### config.mk
export PLATFORM = sky130hd
export DESIGN_NAME = inst_fetcher
export DESIGN_NICKNAME = d
export VERILOG_FILES = /design/src/rtl/inst_fetcher.sv
export SDC_FILE = /design/constraint.sdc
export NUM_CORES = 1
export LEC_CHECK = 0
export ABC_CLOCK_PERIOD_IN_PS = 6300
export CAP_MARGIN = 20
export CORE_ASPECT_RATIO = 0.5
export CORE_UTILIZATION = 56
export DETAILED_ROUTE_END_ITERATION = 7
export GPL_TIMING_DRIVEN = 0
export PLACE_DENSITY = 0.81
export SLEW_MARGIN = 0
export SYNTH_ARGS = -nofsm -noshare
export SYNTH_HDL_FRONTEND = slang
export SYNTH_SLANG_ARGS = --single-unit
### constraint.sdc
create_clock -name clk_in -period 6.3 [get_ports clk_in]
set_input_delay 1.26 -clock clk_in [delete_from_list [all_inputs] [get_ports clk_in]]
set_output_delay 1.26 -clock clk_in [all_outputs]
set_load 0.02 [all_outputs]
### src/rtl/inst_fetcher.sv
// Instruction fetch front end: issues pc/start_fetch to the icache, queues fetched words for decode.
// Latency: a response accepted at a clock edge appears at dec_* after that edge; an icache hit sustains one word per cycle.
// Backpressure: start_fetch drops while the 2^QUEUE_LOG-entry queue is full; rdy_in low freezes every register.
module inst_fetcher #(
  parameter int          QUEUE_LOG = 2,
  parameter logic [31:0] RESET_PC  = 32'h0
) (
  input  logic        clk_in,
  input  logic        rst_in,
  input  logic        rdy_in,
  input  logic        rob_clear_up,
  input  logic [31:0] clear_pc,
  output logic        start_fetch,
  output logic [31:0] pc,
  input  logic        fetch_ready,
  input  logic [31:0] inst,
  input  logic [31:0] inst_addr,
  output logic        dec_valid,
  output logic [31:0] dec_inst,
  output logic [31:0] dec_pc,
  output logic [31:0] dec_pred_pc,
  input  logic        dec_ready
);

  localparam int DEPTH = 1 << QUEUE_LOG;
  localparam int PTR_W = QUEUE_LOG;
  localparam int CNT_W = QUEUE_LOG + 1;

  typedef struct packed {
    logic [31:0] inst;
    logic [31:0] pc;
    logic [31:0] pred_pc;
  } entry_t;

  entry_t             queue [DEPTH];
  logic [PTR_W-1:0]   head;
  logic [PTR_W-1:0]   tail;
  logic [CNT_W-1:0]   count;

  logic               is_jal;
  logic [31:0]        jal_imm;
  logic [31:0]        next_pc;
  logic               push;
  logic               pop;
  logic [CNT_W-1:0]   count_next;
  entry_t             head_entry;

  // Static next-pc prediction for the word being returned, plus push/pop bookkeeping.
  always_comb begin
    is_jal     = (inst[6:0] == 7'b1101111);
    jal_imm    = {{11{inst[31]}}, inst[31], inst[19:12], inst[20], inst[30:21], 1'b0};
    next_pc    = is_jal ? (pc + jal_imm) : (pc + 32'd4);
    // A response for any address other than pc belongs to an abandoned request.
    push       = start_fetch && fetch_ready && (inst_addr == pc);
    pop        = dec_valid && dec_ready;
    count_next = count + CNT_W'(push) - CNT_W'(pop);
  end

  // Decoder sees the queue head directly; contents are meaningless while empty.
  always_comb begin
    head_entry  = queue[head];
    dec_valid   = (count != '0);
    dec_inst    = head_entry.inst;
    dec_pc      = head_entry.pc;
    dec_pred_pc = head_entry.pred_pc;
  end

  // Control state: reset beats flush beats normal fetch/decode traffic.
  always_ff @(posedge clk_in) begin
    if (rst_in) begin
      pc          <= RESET_PC;
      start_fetch <= 1'b0;
      head        <= '0;
      tail        <= '0;
      count       <= '0;
    end else if (rdy_in) begin
      if (rob_clear_up) begin
        // Dropping start_fetch for one cycle lets the cache retire any request in flight.
        pc          <= clear_pc;
        start_fetch <= 1'b0;
        head        <= '0;
        tail        <= '0;
        count       <= '0;
      end else begin
        if (push) begin
          pc   <= next_pc;
          tail <= tail + PTR_W'(1);
        end
        if (pop) begin
          head <= head + PTR_W'(1);
        end
        count       <= count_next;
        // While a request is outstanding the queue cannot fill, so this never
        // drops start_fetch mid-request.
        start_fetch <= (count_next < CNT_W'(DEPTH));
      end
    end
  end

  // Queue storage: written only on an accepted response, never reset.
  always_ff @(posedge clk_in) begin
    if (!rst_in && rdy_in && !rob_clear_up && push) begin
      queue[tail] <= '{inst: inst, pc: pc, pred_pc: next_pc};
    end
  end

endmodule

==> results of run 1 <==
## flip-flops by register name, indices dropped and copies added (netlist names), named ones only
name	count
start_fetch	1
pc	32
tail	2
head	2
count	3
queue	380
## cells by family (layout without fill, tap and decap cells)
family / after synthesis / in the layout / share of synthesized area (%)
other: 0 / 3 / 0
AOI/OAI and AO/OA: 188 / 188 / 6.53
muxes: 113 / 113 / 12.5
and+or+nand+nor: 244 / 244 / 6.41
adders and majority gates: 39 / 39 / 2.72
xor gates and xnor gates: 81 / 81 / 3.83
buffers and inverters: 76 / 379 / 1.80
DFF: 422 / 422 / 66.2
## per-layer routing
metal	GRT usage (%)	vias to the layer above	routed length (µm)
met5	0	-	0
met4	10.2	0	1370
met3	5.17	104	3730
met2	46.4	583	23100
met1	40.7	6119	20400
li1	-	5149	-
## tightest hold or removal path: cells and delay by family (launching register included)
family / cells / cell delay (ns)
DFF: 1 / 0.34
and+or+nand+nor: 1 / 0.07
AOI/OAI and AO/OA: 1 / 0.05
## cells in the final DEF (no fill, tap or decap), types with 6 or more instances in the layout
cell             count
a211oi_1             9
a21o_1              17
a21oi_1             44
a31oi_1             14
and2_1               7
and3_1              12
buf_1                9
buf_2               10
clkbuf_1            48
clkbuf_16           40
clkdlybuf4s50_1    229
dfxtp_1             42
edfxtp_1           380
ha_1                37
inv_1               13
mux2i_1             17
mux4_2              95
nand2_1             86
nand3_1             20
nand4_1             12
nor2_1              49
nor3_1              14
nor4_1              10
o21ai_0             50
o31ai_1              6
xnor2_1             31
xor2_1              50
## final cells by class
| type | count | share of cell area (%) |
|---|---|---|
| clock inverters | 12 | 0.479 |
| plain buffers | 61 | 1.22 |
| clock buffers | 57 | 4.91 |
| inverters | 15 | 0.248 |
| flip-flops and latches | 422 | 53.9 |
| diodes | 3 | 0.0330 |
| repair buffers | 234 | 10.6 |
| well taps | 432 | 2.38 |
| multi-input cells | 665 | 26.2 |
## final timing paths
path	start	endpoint	slack, ns	depth (start not counted)
worst min register to register	tail[1]$_SDFFE_PP0P_	tail[1]$_SDFFE_PP0P_	0.51	2
worst max-delay path	inst[21]	pc[23]$_SDFFE_PP0P_	1.20	13
worst max register to register	pc[1]$_SDFFE_PP0P_	pc[23]$_SDFFE_PP0P_	1.77	12
worst min-delay path	tail[1]$_SDFFE_PP0P_	tail[1]$_SDFFE_PP0P_	0.51	2
## power by group through the flow
stage	Sequential, mW	Combinational (mW)	Clock [mW]
after CTS	3.11	0.402	2.32
after floorplan	3.16	0.207	0
after detailed placement	3.17	0.398	0
after global placement	3.17	0.387	0
final	3.11	0.412	2.29
after global routing	3.11	0.439	2.43
## per-stage QoR
step                hold slack, ns  std cells  util (%)  power (mW)  area, µm²
global route                 0.528       1901      70.7        5.98      22700
floorplan                    0.458       1163         -        3.37      18500
global placement             0.475       1824      66.5        3.56      21300
CTS                          0.506       1897      70.7        5.83      22700
detailed placement           0.497       1828      66.9        3.57      21500
finish                       0.505       1901      70.7        5.82      22700
==> results.json, run 1 <==
{
  "ys_top_cells_by_area": "edfxtp_1, mux4_2, dfxtp_1",
  "min_path_type": "reg2reg",
  "syn_area_per_cell_um2": 15.9,
  "viasPerCell": 6.29,
  "synthCells": 1163,
  "finalMaxSlewViolations": 0,
  "min_period_over_period_pct": 80.9,
  "worstPathRequired_ns": 6.71,
  "clk_latency_ns": 0.55,
  "tightest_slew_ns": 0.969,
  "wl_per_cell_um": 25.6,
  "power_frac_comb_pct": 7.1,
  "multi_input_area_um2": 5950,
  "gp_congestion": 0.936,
  "nFillCells": 2082,
  "cts-root-buf": "clkbuf_16",
  "peakVddDrop_mv": 0.240,
  "start_util_pct": 57.7,
  "pin_count": 232,
  "synth_largest_area_cell": "edfxtp_1",
  "yosys.cell_count.top_type": "edfxtp_1",
  "antenna_found_initial": 3,
  "startpoint_type": "primary input",
  "status": "completed",
  "postLayoutSetupSlackWorst_ns": 1.20,
  "synth_edf_count": 380,
  "first_iter_violations": 1316,
  "slew_headroom_pct": 34.7,
  "timing.fmax_mhz": 196,
  "cts_resized": 0,
  "seqPwrFrac_pct": 53.5,
  "cts_tree": "yes",
  "grt_usage_pct": 29.0,
  "pre_cts_ws_ns": 0.950,
  "power.switching_mw": 1.30,
  "die_w_um": 259,
  "drive_gt1_share_pct": 13.0,
  "final_antenna_net_count": 0,
  "crit_fanout": 5,
  "hold_buffers": 0,
  "fp.dieH_um": 131,
  "cap_violations": 0,
  "clock-sinks": 422,
  "postCtsSetupBuffers": 0,
  "power_density_nw_per_um2": 256,
  "num_vias": 11955,
  "yosys_warnings": 0,
  "crit_path_max_incr_delay_ns": 0.69,
  "ys_types": 74,
  "switching_share_pct": 22.3,
  "firstDrtPassIters": 6,
  "setup_viol": 0,
  "ys_ff_latch": 422,
  "path_clk_slew_ns": 0.07,
  "layout.nets": 1578,
  "drt-total-wl_mm": 48.6,
  "synth_top_area_share_pct": 61.6,
  "numCtsBuffers": 38,
  "leakage_nw": 7.66,
  "synth_ff_type": "edfxtp_1",
  "crit_arrival_ns": 5.51,
  "grt_pass1_wl_mm": 71.7,
  "crit_path_top_delay_cell": "o21ai_0",
  "core_um2": 32100,
  "cp_num_buf_inv": 2,
  "num_rows": 46,
  "grt_max_degree": 58,
  "drc": 0,
  "cp-end-kind": "register",
  "synthTopCellsByCount": "edfxtp_1, mux4_2, nand2_1",
  "syn-cell-area_um2": 18500,
  "period_needed_ns": 5.10,
  "rsz0062_at_grt": "false",
  "die-area_um2": 33800,
  "h-tree-depth": 2,
  "tns_ns": 0,
  "clkPwrFrac_pct": 39.4,
  "grt_pass1_vias": 11651,
  "crit_path_cell_trace": "clkdlybuf4s50_1 > ha_1 > inv_1 > fa_1 > nand2b_1 > a21oi_1 > o21ai_0 > a21oi_2 > o32a_4 > xnor2_1 > o21ai_0 > nand2_1 > a311oi_1",
  "synth_fp_nets": 1304,
  "crit_type": "in2reg",
  "internal-power_mw": 4.52,
  "area_growth_pct": 22.7,
  "grt_overflow_total": 0,
  "fin_worst_skew_ns": 0.0293,
  "hpwl_mm": 33.5,
  "ys_seq_area_share_pct": 66.2,
  "async_flop_share_pct": 0,
  "finalHoldViolations": 0,
  "area.sequential_um2": 12300,
  "path_delay_family": "compound AO/OA/AOI/OAI gates",
  "path_common_cell": "o21ai_0",
  "cts_buffer_depth": 3,
  "port_buffers": 229
}
(Power assumes the default switching activity.)
==> run 2, diff against run 1 <==
--- a/config.mk
+++ b/config.mk
@@ -5,7 +5,7 @@
 export SDC_FILE = /design/constraint.sdc
 export NUM_CORES = 1
 export LEC_CHECK = 0
-export ABC_CLOCK_PERIOD_IN_PS = 6300
+export ABC_CLOCK_PERIOD_IN_PS = 5350
 export CAP_MARGIN = 20
 export CORE_ASPECT_RATIO = 0.5
 export CORE_UTILIZATION = 56
==> constraint.sdc (replaced) <==
create_clock -name clk_in -period 5.35 [get_ports clk_in]
set_input_delay 1.07 -clock clk_in [delete_from_list [all_inputs] [get_ports clk_in]]
set_output_delay 1.07 -clock clk_in [all_outputs]
set_load 0.02 [all_outputs]
==> results of run 2 <==
Same layout as run 1 (identical final DEF). Status: completed.
Main changes from that run: setup slack after placement 0.950 ns -> 0.190 ns; setup slack after layout 1.20 ns -> 0.442 ns; register-to-register setup slack 1.77 ns -> 0.82 ns; total power 5.82 mW -> 6.85 mW; worst IR drop on VDD 0.240 mV -> 0.283 mV
==> run 3, diff against run 2 <==
--- a/config.mk
+++ b/config.mk
@@ -16,3 +16,4 @@
 export SYNTH_ARGS = -nofsm -noshare
 export SYNTH_HDL_FRONTEND = slang
 export SYNTH_SLANG_ARGS = --single-unit
+export TNS_END_PERCENT = 5
==> results of run 3 <==
Same layout as run 1 (identical final DEF). Status: completed.
Main changes from that run: setup slack after placement 0.950 ns -> 0.190 ns; setup slack after layout 1.20 ns -> 0.442 ns; register-to-register setup slack 1.77 ns -> 0.82 ns; total power 5.82 mW -> 6.85 mW; worst IR drop on VDD 0.240 mV -> 0.283 mV
